### config.mk
export PLATFORM = sky130hd
export DESIGN_NAME = sqrt_arbiter
export DESIGN_NICKNAME = d
export VERILOG_FILES = /design/src/rtl/sqrt_arbiter.sv
export SDC_FILE = /design/constraint.sdc
export NUM_CORES = 1
export LEC_CHECK = 0
export ABC_AREA = 1
export BUFFER_PORTS_ARGS = -buffer_cell sky130_fd_sc_hd__buf_2
export CAP_MARGIN = 0
export CORE_UTILIZATION = 50
export DETAILED_ROUTE_END_ITERATION = 6
export PLACE_DENSITY = 0.82
export SLEW_MARGIN = 20
export SYNTH_ARGS = -nofsm -noshare
export SYNTH_HDL_FRONTEND = slang
export SYNTH_SLANG_ARGS = --single-unit
### constraint.sdc
create_clock -name clk -period 5.6 [get_ports clk]
set_input_delay 1.12 -clock clk [delete_from_list [all_inputs] [get_ports clk]]
set_output_delay 1.12 -clock clk [all_outputs]
set_load 0.01 [all_outputs]
### src/rtl/sqrt_arbiter.sv
// sqrt_arbiter: round-robin arbiter that shares one square-root engine among
// NREQ requesters, with exactly one operation in flight.
//
// Optional feature: define SQRT_ARB_TIMEOUT_EN to enable a WAIT-state watchdog.
// If the engine has not produced a result after TIMEOUT WAIT cycles, the block
// answers with rsp_err=1 and a zero root and remainder. Without the macro,
// rsp_err is tied to 0 and WAIT can last indefinitely.
//
// Ports:
//   clk, rst               clock (rising edge), asynchronous active-high reset
//   req_valid/req_ready    per-requester handshake; req_ready is one-hot or zero
//   req_rad                packed radicands, requester k at [k*WIDTH +: WIDTH]
//   rsp_valid/rsp_ready    response handshake
//   rsp_id/root/rem/err    response payload, held stable while rsp_valid is high
//   sq_start/sq_rad        engine start pulse and radicand
//   sq_busy/sq_valid       engine status; sq_busy is only observed, never used
//   sq_root/sq_rem         engine result, valid while sq_valid is high
module sqrt_arbiter #(
    parameter int  WIDTH   = 8,
    parameter int  NREQ    = 4,
    parameter int  TIMEOUT = 64,
    localparam int IDW     = $clog2(NREQ)
) (
    input  logic                  clk,
    input  logic                  rst,
    input  logic [NREQ-1:0]       req_valid,
    output logic [NREQ-1:0]       req_ready,
    input  logic [NREQ*WIDTH-1:0] req_rad,
    output logic                  rsp_valid,
    input  logic                  rsp_ready,
    output logic [IDW-1:0]        rsp_id,
    output logic [WIDTH-1:0]      rsp_root,
    output logic [WIDTH-1:0]      rsp_rem,
    output logic                  rsp_err,
    output logic                  sq_start,
    output logic [WIDTH-1:0]      sq_rad,
    input  logic                  sq_busy,
    input  logic                  sq_valid,
    input  logic [WIDTH-1:0]      sq_root,
    input  logic [WIDTH-1:0]      sq_rem
);

    typedef enum logic [1:0] {StIdle, StIssue, StWait, StResp} state_t;

    state_t           state_q, state_d;
    logic [IDW-1:0]   last_grant_q, last_grant_d;
    logic [IDW-1:0]   id_q, id_d;
    logic [WIDTH-1:0] rad_q, rad_d;
    logic [WIDTH-1:0] root_q, root_d;
    logic [WIDTH-1:0] rem_q, rem_d;
    // High during the first WAIT cycle, when sq_valid may still show the
    // previous operation's result.
    logic             first_q, first_d;

`ifdef SQRT_ARB_TIMEOUT_EN
    localparam int WDW = $clog2(TIMEOUT + 1);
    logic             err_q, err_d;
    logic [WDW-1:0]   wd_q, wd_d;
`endif

    // Round-robin search upward from the requester after the last grant.
    logic             grant_found;
    logic [IDW-1:0]   grant_idx;
    int               cand;

    always_comb begin
        grant_found = 1'b0;
        grant_idx   = '0;
        cand        = 0;
        for (int i = 1; i <= NREQ; i++) begin
            cand = (int'(last_grant_q) + i) % NREQ;
            if (!grant_found && req_valid[cand[IDW-1:0]]) begin
                grant_found = 1'b1;
                grant_idx   = cand[IDW-1:0];
            end
        end
    end

    // Gated by rst so the accept strobe is low throughout reset.
    always_comb begin
        req_ready = '0;
        if (state_q == StIdle && grant_found && !rst) begin
            req_ready[grant_idx] = 1'b1;
        end
    end

    always_comb begin
        state_d      = state_q;
        last_grant_d = last_grant_q;
        id_d         = id_q;
        rad_d        = rad_q;
        root_d       = root_q;
        rem_d        = rem_q;
        first_d      = first_q;
`ifdef SQRT_ARB_TIMEOUT_EN
        err_d        = err_q;
        wd_d         = wd_q;
`endif
        unique case (state_q)
            StIdle: begin
                if (grant_found) begin
                    rad_d        = req_rad[int'(grant_idx)*WIDTH +: WIDTH];
                    id_d         = grant_idx;
                    last_grant_d = grant_idx;
                    state_d      = StIssue;
                end
            end
            StIssue: begin
                first_d = 1'b1;
`ifdef SQRT_ARB_TIMEOUT_EN
                wd_d    = '0;
`endif
                state_d = StWait;
            end
            StWait: begin
                first_d = 1'b0;
`ifdef SQRT_ARB_TIMEOUT_EN
                wd_d    = wd_q + WDW'(1);
`endif
                // A real result wins over a watchdog expiry in the same cycle.
                if (!first_q && sq_valid) begin
                    root_d  = sq_root;
                    rem_d   = sq_rem;
`ifdef SQRT_ARB_TIMEOUT_EN
                    err_d   = 1'b0;
`endif
                    state_d = StResp;
                end
`ifdef SQRT_ARB_TIMEOUT_EN
                else if (wd_q == WDW'(TIMEOUT - 1)) begin
                    root_d  = '0;
                    rem_d   = '0;
                    err_d   = 1'b1;
                    state_d = StResp;
                end
`endif
            end
            StResp: begin
                if (rsp_ready) begin
                    state_d = StIdle;
                end
            end
            default: state_d = StIdle;
        endcase
    end

    always_ff @(posedge clk or posedge rst) begin
        if (rst) begin
            state_q      <= StIdle;
            last_grant_q <= IDW'(NREQ - 1);
            id_q         <= '0;
            rad_q        <= '0;
            root_q       <= '0;
            rem_q        <= '0;
            first_q      <= 1'b0;
`ifdef SQRT_ARB_TIMEOUT_EN
            err_q        <= 1'b0;
            wd_q         <= '0;
`endif
        end else begin
            state_q      <= state_d;
            last_grant_q <= last_grant_d;
            id_q         <= id_d;
            rad_q        <= rad_d;
            root_q       <= root_d;
            rem_q        <= rem_d;
            first_q      <= first_d;
`ifdef SQRT_ARB_TIMEOUT_EN
            err_q        <= err_d;
            wd_q         <= wd_d;
`endif
        end
    end

    assign sq_start  = (state_q == StIssue);
    assign sq_rad    = rad_q;
    assign rsp_valid = (state_q == StResp);
    assign rsp_id    = id_q;
    assign rsp_root  = root_q;
    assign rsp_rem   = rem_q;
`ifdef SQRT_ARB_TIMEOUT_EN
    assign rsp_err   = err_q;
`else
    assign rsp_err   = 1'b0;
`endif

    // Engine busy does not steer the FSM: a new start always restarts the engine.
    logic unused_sigs;
    assign unused_sigs = ^{sq_busy, 32'(TIMEOUT)};

endmodule

==> impl_metrics.py, run 1 <==
metrics = {
    "pwr": {
        "p_leak_nw": 1.42,
        "peakVddDrop_uv": 316,
        "powerDensity_nw_per_um2": 667,
    },
    "logic_synthesis": {
        "ys_ff_latch": 31,
        "synth-xor-area-share_pct": 0,
        "synth_compound_area_share_pct": 2.95,
        "synthesis.nets": 310,
        "synth_top_family_by_area": "simple AND/OR/NAND/NOR gates",
        "ys_types": 27,
        "yosys-top-cells-area": "dfrtp_1 38%, nand2_1 22%, mux2_2 9.4%",
        "yosysMostFrequentCell": "nand2_1",
        "synth-edff-count": 0,
        "synthCells": 248,
        "yosysSeqAreaShare_pct": 40.8,
        "synth_ff_type": "dfrtp_1",
        "synth_warnings": 0,
        "ys_top_cells_by_count": "111 x nand2_1, 29 x dfrtp_1, 20 x nand3_1",
        "async_flop_share_pct": 100,
        "yosysTopAreaCell": "dfrtp_1",
        "yosysTopAreaCellShare_pct": 38.0,
        "synthSimpleGateAreaFrac_pct": 37.2,
        "avgSynthCellArea_um2": 7.70,
        "synthesis.area_um2": 1910,
        "synth_fa_ha_area_share_pct": 3.28,
        "synth_mux_area_share_pct": 9.44,
    },
    "critical_path": {
        "slowest_stage": "inv_1",
        "start_kind": "primary input",
        "crit_type": "primary input to output pin",
        "crit_path_cell_trace": "buf_2 -> nand2_1 -> nand2_1 -> nand2_1 -> nand2_2 -> inv_1 -> nand2_1 -> nor2_1 -> inv_1 -> nand2_1 -> inv_1 -> nand2_1 -> nor3_1 -> buf_2",
        "crit_top_cell": "nand2_1",
        "r2r_cells": 13,
        "end_kind": "output pin",
        "slowest_delay_ps": 360,
        "cp.required_ps": 4480,
        "critical_path_arrival_ps": 2910,
        "crit_path_max_fanout": 13,
    },
    "die": {
        "ioPinCount": 90,
        "start_util_pct": 52.2,
        "fp.dieH_um": 63.8,
        "core_um2": 3660,
        "die_w_um": 63.8,
        "die-area_um2": 4070,
        "rows": 22,
    },
    "clocking": {
        "ctsHoldBuffers": 0,
        "postCtsSetupRepairBufs": 0,
        "cts_tree": "built",
        "clockRootBuffer": "clkbuf_8",
        "cts_htree_levels": 2,
        "clk_latency_ps": 280,
        "clkTransAtPathRegs_ps": 60,
        "clock-sinks": 31,
        "cts_resized": 0,
        "cts_buffers": 5,
        "clk_path_buf_depth": 2,
    },
    "grt": {
        "track_usage_pct": 23.0,
        "grt_max_degree": 33,
        "grt_pass1_vias": 1754,
        "grt_pass1_wl_um": 7230,
        "antenna_found_initial": 0,
        "gr-total-overflow": 0,
    },
    "placement": {
        "hpwl_um": 3250,
        "gp_congestion": 0.832,
        "placed_cell_area_um2": 2350,
        "io_buffers": 87,
    },
    "hold_path": {
        "whs_path_depth": 2,
        "hp-class": "flip-flop to flip-flop",
    },
    "timing": {
        "tightest_slew_ps": 730,
        "finalSetupViolCount": 0,
        "fmax_ghz": 0.248,
        "finalCritPeriodShare_pct": 72.0,
        "finalSetupTns_ps": 0,
        "rsz0062_at_grt": "false",
        "drv_slew": 0,
        "relSlewSlack_pct": 51.2,
        "hold_viol": 0,
        "finClkSkew_ps": 5.12,
        "period_minus_slack_ps": 4030,
    },
    "layout": {
        "stdcell_area_um2": 2430,
        "diodes": 0,
        "nets": 396,
        "drive_above_1_share_pct": 41.2,
        "area_growth_pct": 27.5,
    },
    "route": {
        "wl_per_cell_um": 11.1,
        "wirelength_um": 4260,
        "viasPerCell": 4.81,
        "vias": 1843,
        "route.detailed.drc": 0,
        "drtIter0Drc": 92,
        "first_pass_iters": 4,
        "ant_nets": 0,
    },
    "job": {
        "maxCapViolations": 0,
    },
    "outcome": {
        "outcome": "complete, no violations",
    },
}
==> metal layers <==
| metal | wire length, µm | GRT usage (%) |
|---|---|---|
| met4 | 39 | 10.2 |
| met2 | 2000 | 37.9 |
| met5 | 0 | 0 |
| met3 | 336 | 8.04 |
| met1 | 1880 | 27.0 |
==> flip-flops by register name, summed over array words and instances, names as in the netlist <==
register	flops
first_q	1
last_grant_q	2
rsp_id	2
rsp_rem	8
rsp_root	8
sq_rad	8
state_q	2
==> where the power goes <==
part | internal (mW) | switching, mW | total [mW] | leakage, nW
clock network | 0.0870 | 0.0770 | 0.164 | 0.0422
logic | 0.375 | 0.666 | 1.04 | 1.01
registers | 0.346 | 0.0727 | 0.418 | 0.375
total | 0.808 | 0.816 | 1.62 | 1.42
==> final cells by class <==
| cell class | count | area (µm²) |
|---|---|---|
| well taps | 48 | 60.1 |
| flip-flops and latches | 31 | 778 |
| clock inverters | 1 | 5.00 |
| multi-input cells | 192 | 1010 |
| fillers | 320 | 1230 |
| clock buffers | 7 | 76.3 |
| inverters | 16 | 60.1 |
| repair buffers | 88 | 443 |
==> worst paths after layout <==
kind,from,to,slack (ps)
max reg2reg,last_grant_q[0]$_DFFE_PP1P_,rsp_id[0]$_DFFE_PP0P_,3310
min reg2reg,sq_rad[7]$_DFFE_PP0P_,sq_rad[7]$_DFFE_PP0P_,480
min,sq_rad[7]$_DFFE_PP0P_,sq_rad[7]$_DFFE_PP0P_,480
max in group asynchronous,rst,last_grant_q[0]$_DFFE_PP1P_,4380
min in group asynchronous,rst,sq_rad[7]$_DFFE_PP0P_,900
max,req_valid[2],req_ready[3],1570
==> metrics by stage <==
stage / utilization (%) / cells / setup WS (ps) / power [mW] / hold slack [ps]
after CTS: 66.5 / 383 / 1570 / 1.64 / 481
after floorplan: - / 248 / 2180 / 1.24 / 453
after global routing: 66.5 / 383 / 1290 / 1.80 / 507
final: 66.5 / 383 / 1570 / 1.62 / 477
after detailed placement: 64.3 / 375 / 1570 / 1.47 / 464
after global placement: 64.3 / 375 / 1660 / 1.43 / 465
==> kinds of logic after synthesis <==
logic type      count (synthesis)
simple gates                  160
flops                          31
fa+ha+maj                       5
mux                            16
other cells                     1
buf+inv                        25
compound gates                 10
==> layout by cell type, fill, tap and decap left out, drive strengths merged <==
master and n:
nand2 129, buf 88, dfrtp 29, nand3 21, mux2 16, inv 16
clkbuf 7, o21ai 6, ha 5, nor2 5, nor3 4, a21oi 3
dfstp 2, nand4 1, o211ai 1, conb 1, clkinv 1
==> worst max-delay path, delay by kind of cell <==
kind                   cells  cell delay [ps]
buffers and inverters      5              760
AND/OR/NAND/NOR            9             1030
Power figures use the tool's default switching activity.
==> run 2: changes to the inputs <==
CORE_UTILIZATION = 42   (was 50)
PLACE_DENSITY = 0.73   (was 0.82)
clock period = 3.7 ns   (was 5.6 ns; I/O delays follow)
==> run 2 against run 1 <==
Clock skew fell by 2.7 ps. Flip-flop and latch count unchanged. Combinational power rose by 53%. Via count decreased by 1.3%. Register-to-register slack got worse by 2000 ps. Non-clock buffer count up 2. Critical path depth unchanged. Total power increased by 54%. Die area grew 18%. Worst setup slack worse by 1200 ps.
==> impl_metrics.py, run 2 (synthesis gave the netlist of run 1 again) <==
metrics = {
    "timing": {
        "finClkSkew_ps": 2.43,
        "finalSetupViolCount": 0,
        "period_minus_slack_ps": 3320,
        "rsz0062_at_grt": "false",
        "fmax_ghz": 0.301,
        "tightest_slew_ps": 754,
        "drv_slew": 0,
        "hold_viol": 0,
        "relSlewSlack_pct": 49.6,
        "finalCritPeriodShare_pct": 89.8,
        "finalSetupTns_ps": 0,
    },
    "die": {
        "fp.dieH_um": 69.4,
        "ioPinCount": 90,
        "rows": 24,
        "die-area_um2": 4820,
        "die_w_um": 69.4,
        "start_util_pct": 43.9,
        "core_um2": 4350,
    },
    "route": {
        "viasPerCell": 4.68,
        "first_pass_iters": 4,
        "route.detailed.drc": 0,
        "wl_per_cell_um": 10.4,
        "wirelength_um": 4070,
        "ant_nets": 0,
        "drtIter0Drc": 69,
        "vias": 1819,
    },
    "layout": {
        "area_growth_pct": 29.8,
        "layout_common_cells": "111 x nand2_1, 87 x buf_2, 29 x dfrtp_1",
        "layout_commonest_cell": "nand2_1",
        "drive_above_1_share_pct": 42.1,
        "nets": 398,
        "diodes": 0,
    },
    "critical_path": {
        "critical_path_arrival_ps": 2580,
        "start_kind": "flip-flop",
        "slowest_stage": "dfstp_2",
        "crit_top_cell": "nand2_1",
        "cp.required_ps": 2960,
        "crit_path_cell_trace": "inv_2 -> nand2_1 -> nand2_1 -> nand2_2 -> nand2_4 -> nor2_4 -> nand2_1 -> nor2_1 -> inv_1 -> nand2_1 -> clkinvlp_4 -> nand2_1 -> nor3_1 -> buf_2",
        "slowest_delay_ps": 590,
        "ff2ff_setup_slack_ps": 1330,
        "crit_type": "flip-flop to output pin",
        "r2r-end": "rsp_id[1]$_DFFE_PP0P_",
        "timing.rr.start": "last_grant_q[0]$_DFFE_PP1P_",
        "r2r_cells": 14,
        "crit_path_max_fanout": 11,
        "end_kind": "output pin",
    },
    "clocking": {
        "cts_tree": "built",
        "clock-sinks": 31,
        "clk_latency_ps": 270,
        "clkTransAtPathRegs_ps": 60,
        "clockRootBuffer": "clkbuf_8",
        "cts_buffers": 5,
        "clk_path_buf_depth": 2,
        "cts_htree_levels": 2,
    },
    "pwr": {
        "switchingPower_mw": 1.22,
        "pwr-share-clk_pct": 11.4,
        "p_int_mw": 1.28,
        "switching_share_pct": 48.8,
        "powerDensity_nw_per_um2": 1010,
        "p_leak_nw": 1.43,
        "total_power_mw": 2.51,
        "comb_power_share_pct": 63.6,
        "seqPwrFrac_pct": 25.0,
        "peakVddDrop_uv": 514,
    },
    "grt": {
        "antenna_found_initial": 0,
        "grt_pass1_wl_um": 7220,
        "track_usage_pct": 18.2,
        "gr-total-overflow": 0,
        "grt_max_degree": 32,
        "grt_pass1_vias": 1686,
    },
    "job": {
        "maxCapViolations": 0,
    },
    "placement": {
        "hpwl_um": 3130,
        "io_buffers": 87,
        "gp_congestion": 0.806,
    },
    "hold_path": {
        "whs_path_depth": 2,
        "min_to": "sq_rad[3]$_DFFE_PP0P_",
        "hp-start": "sq_rad[3]$_DFFE_PP0P_",
        "hp-class": "flip-flop to flip-flop",
    },
    "outcome": {
        "outcome": "complete, no violations",
    },
}
-- run 2: cell count changes in the layout (fill, tap and decap cells not counted) --
cell        before  now
inv_1           12   11
clkbuf_8         5    7
buf_4            1    3
clkbuf_1         2    1
clkinvlp_4       0    1
clkinv_2         1    0
-- run 2: worst max-delay path, delay by kind of cell, from the launching register on --
family / cells / cell delay, ps
buffers and inverters: 4 / 540
flip-flops: 1 / 590
AND/OR/NAND/NOR: 10 / 1160
-- run 2: worst max-delay path by stage --
stage                                            from           end  slack, ps  depth (start not counted)
after floorplan                                   rst  req_ready[0]       1040                          3
after global placement                   req_valid[3]  req_ready[1]        500                         14
after detailed placement                 req_valid[2]  req_ready[2]        430                         14
after CTS                 last_grant_q[0]$_DFFE_PP1P_  req_ready[2]        300                         11
after global routing      last_grant_q[0]$_DFFE_PP1P_  req_ready[1]        130                         14
final                     last_grant_q[0]$_DFFE_PP1P_  req_ready[0]        380                         14
-- run 2: layout make-up --
class	count	area [µm²]
repair buffers	90	458
flip-flops and latches	31	778
fillers	426	1880
clock buffers	8	100
well taps	52	65.1
inverters	16	63.8
multi-input cells	192	1010
-- run 2: per-stage QoR --
step / area [µm²] / setup slack (ps) / util [%] / hold slack (ps) / std cells
2_1_floorplan: 1910 / 1040 / - / 453 / 248
3_3_place_gp: 2360 / 500 / 54.2 / 468 / 379
3_5_place_dp: 2360 / 435 / 54.2 / 467 / 379
4_1_cts: 2460 / 302 / 56.5 / 483 / 387
5_1_grt: 2480 / 125 / 56.9 / 516 / 389
6_report: 2480 / 377 / 56.9 / 476 / 389
-- run 2: per-layer routing --
metal  track usage [%]  vias to the layer above  wire length, µm
li1                  -                      956                -
met1              24.0                      799             1910
met2              29.7                       59             1850
met3              3.49                        5              252
met4              6.80                        0               53
met5                 0                        -                0
-- run 2: power by group through the flow --
| stage | Combinational (mW) | Sequential [mW] | Clock, mW |
|---|---|---|---|
| finish | 1.59 | 0.626 | 0.286 |
| global route | 1.85 | 0.650 | 0.306 |
| CTS | 1.58 | 0.629 | 0.296 |
| detailed placement | 1.58 | 0.631 | 0 |
| global placement | 1.55 | 0.626 | 0 |
| floorplan | 1.21 | 0.678 | 0 |
-- run 2: what timing repair did --
item                       4_1_cts  5_1_grt
hold buffers                     0        0
buffers inserted                 0        2
setup endpoints to repair        0        1
resized for setup                0        1
==> run 3: changes to the inputs <==
CAP_MARGIN = 20   (was 0)
CELL_PAD_IN_SITES_DETAIL_PLACEMENT = 1   (was unset)
CELL_PAD_IN_SITES_GLOBAL_PLACEMENT = 1   (was unset)
CORE_UTILIZATION = 29   (was 42)
==> run 3 against run 2 <==
Cell count increased by 6.4%. Wire length grew 25%. Clock power shrank 13%. Register-to-register slack improved by 140 ps. Utilization is 18 points lower. Worst setup slack gained 130 ps. Sequential share of layout area decreased by 0.11 points. Combinational power is 4% higher. Sequential power is 0.8% higher. First-iteration DRC count is 1.4% lower. Die area up 43%. Highest routed layer unchanged.
==> impl_metrics.py, run 3 (synthesis gave the netlist of run 1 again) <==
metrics = {
    "pwr": {
        "p_leak_nw": 1.43,
        "peakVddDrop_uv": 403,
        "powerDensity_nw_per_um2": 1020,
    },
    "critical_path": {
        "crit_path_max_fanout": 19,
        "cp.required_ps": 2960,
        "ff2ff_setup_slack_ps": 1470,
        "critical_path_arrival_ps": 2450,
        "start_kind": "flip-flop",
        "end_kind": "output pin",
        "crit_type": "flip-flop to output pin",
    },
    "die": {
        "fp.dieH_um": 83.1,
        "die-area_um2": 6910,
        "core_um2": 6350,
        "die_w_um": 83.1,
        "ioPinCount": 90,
        "start_util_pct": 30.1,
        "rows": 29,
    },
    "route": {
        "viasPerCell": 4.53,
        "wirelength_um": 5090,
        "vias": 1876,
        "wl_per_cell_um": 12.3,
        "route.detailed.drc": 0,
        "ant_nets": 0,
        "drtIter0Drc": 68,
        "first_pass_iters": 4,
    },
    "timing": {
        "finalCritPeriodShare_pct": 86.2,
        "rsz0062_at_grt": "false",
        "finalSetupViolCount": 0,
        "relSlewSlack_pct": 50.3,
        "hold_ws_ps": 489,
        "finalSetupTns_ps": 0,
        "period_minus_slack_ps": 3190,
        "tightest_slew_ps": 743,
        "hold_viol": 0,
        "fmax_ghz": 0.314,
        "finClkSkew_ps": 3.90,
        "drv_slew": 0,
    },
    "clocking": {
        "cts_buffers": 5,
        "cts_htree_levels": 2,
        "clock-sinks": 31,
        "ctsHoldBuffers": 0,
        "clk_latency_ps": 280,
        "clockRootBuffer": "clkbuf_8",
        "cts_resized": 0,
        "cts_tree": "built",
        "postCtsSetupRepairBufs": 0,
        "clk_path_buf_depth": 2,
        "clkTransAtPathRegs_ps": 60,
    },
    "layout": {
        "diodes": 0,
        "fillers": 823,
        "area_growth_pct": 30.2,
        "layout_commonest_cell": "nand2_1",
        "drive_above_1_share_pct": 41.5,
        "layout_common_cells": "111 x nand2_1, 87 x buf_2, 29 x dfrtp_1",
        "nets": 398,
    },
    "placement": {
        "hpwl_um": 4070,
        "gp_congestion": 0.783,
        "io_buffers": 87,
    },
    "grt": {
        "antenna_found_initial": 0,
        "grt_max_degree": 32,
        "grt_pass1_vias": 1974,
        "gr-total-overflow": 0,
        "track_usage_pct": 15.7,
        "grt_pass1_wl_um": 9070,
    },
    "hold_path": {
        "hp-class": "flip-flop to flip-flop",
    },
    "outcome": {
        "outcome": "complete, no violations",
    },
    "job": {
        "maxCapViolations": 0,
    },
}
[run 3: per-layer routing]
layer / vias up / track usage [%] / routed length, µm / part of all wire, %
li1: 953 / - / - / -
met1: 854 / 20.2 / 2290 / 45
met2: 63 / 26.5 / 2390 / 47
met3: 6 / 4.08 / 367 / 7.2
met4: 0 / 3.29 / 42 / 0.82
met5: - / 0 / 0 / 0
[run 3: per-stage QoR]
step                instance area [µm²]  total power [mW]  setup slack, ps  cells  util, %
floorplan                          1910              1.88             1040    248        -
global placement                   2400              2.26              689    406     37.9
detailed placement                 2400              2.32              647    406     37.9
CTS                                2490              2.58              498    414     39.2
global route                       2490              2.83              244    414     39.2
finish                             2490              2.53              511    414     39.2
[run 3: final timing paths]
path,from,endpoint,cells after the start
max in group asynchronous,rst,last_grant_q[0]$_DFFE_PP1P_,3
min in group asynchronous,rst,sq_rad[7]$_DFFE_PP0P_,3
worst min-delay path,sq_rad[4]$_DFFE_PP0P_,sq_rad[4]$_DFFE_PP0P_,2
worst min register to register,sq_rad[4]$_DFFE_PP0P_,sq_rad[4]$_DFFE_PP0P_,2
worst max-delay path,last_grant_q[0]$_DFFE_PP1P_,req_ready[2],11
worst max register to register,last_grant_q[0]$_DFFE_PP1P_,sq_rad[6]$_DFFE_PP0P_,14
[run 3: power breakdown]
part	switching (mW)	leakage, nW	internal, mW
combinational	1.06	1.01	0.597
sequential	0.108	0.375	0.523
clock	0.117	0.0422	0.132
[run 3: cell type report]
class,instances,area (µm²),area share (%)
repair buffers,90,458,18.4
clock inverters,1,5.00,0.201
flip-flops and latches,31,778,31.3
multi-input cells,192,1010,40.7
well taps,77,96.3,3.88
clock buffers,7,76.3,3.07
inverters,16,60.1,2.42
[run 3: worst max-delay path, cell delays in order, from the launching register on]
cell,delay [ps]
dfstp_2,590
inv_2,110
nand2_1,100
nand2_1,70
nand2_1,60
nand2_1,90
a21oi_2,170
nand2_2,230
nand2_4,320
inv_2,80
nor3_1,180
buf_2,160
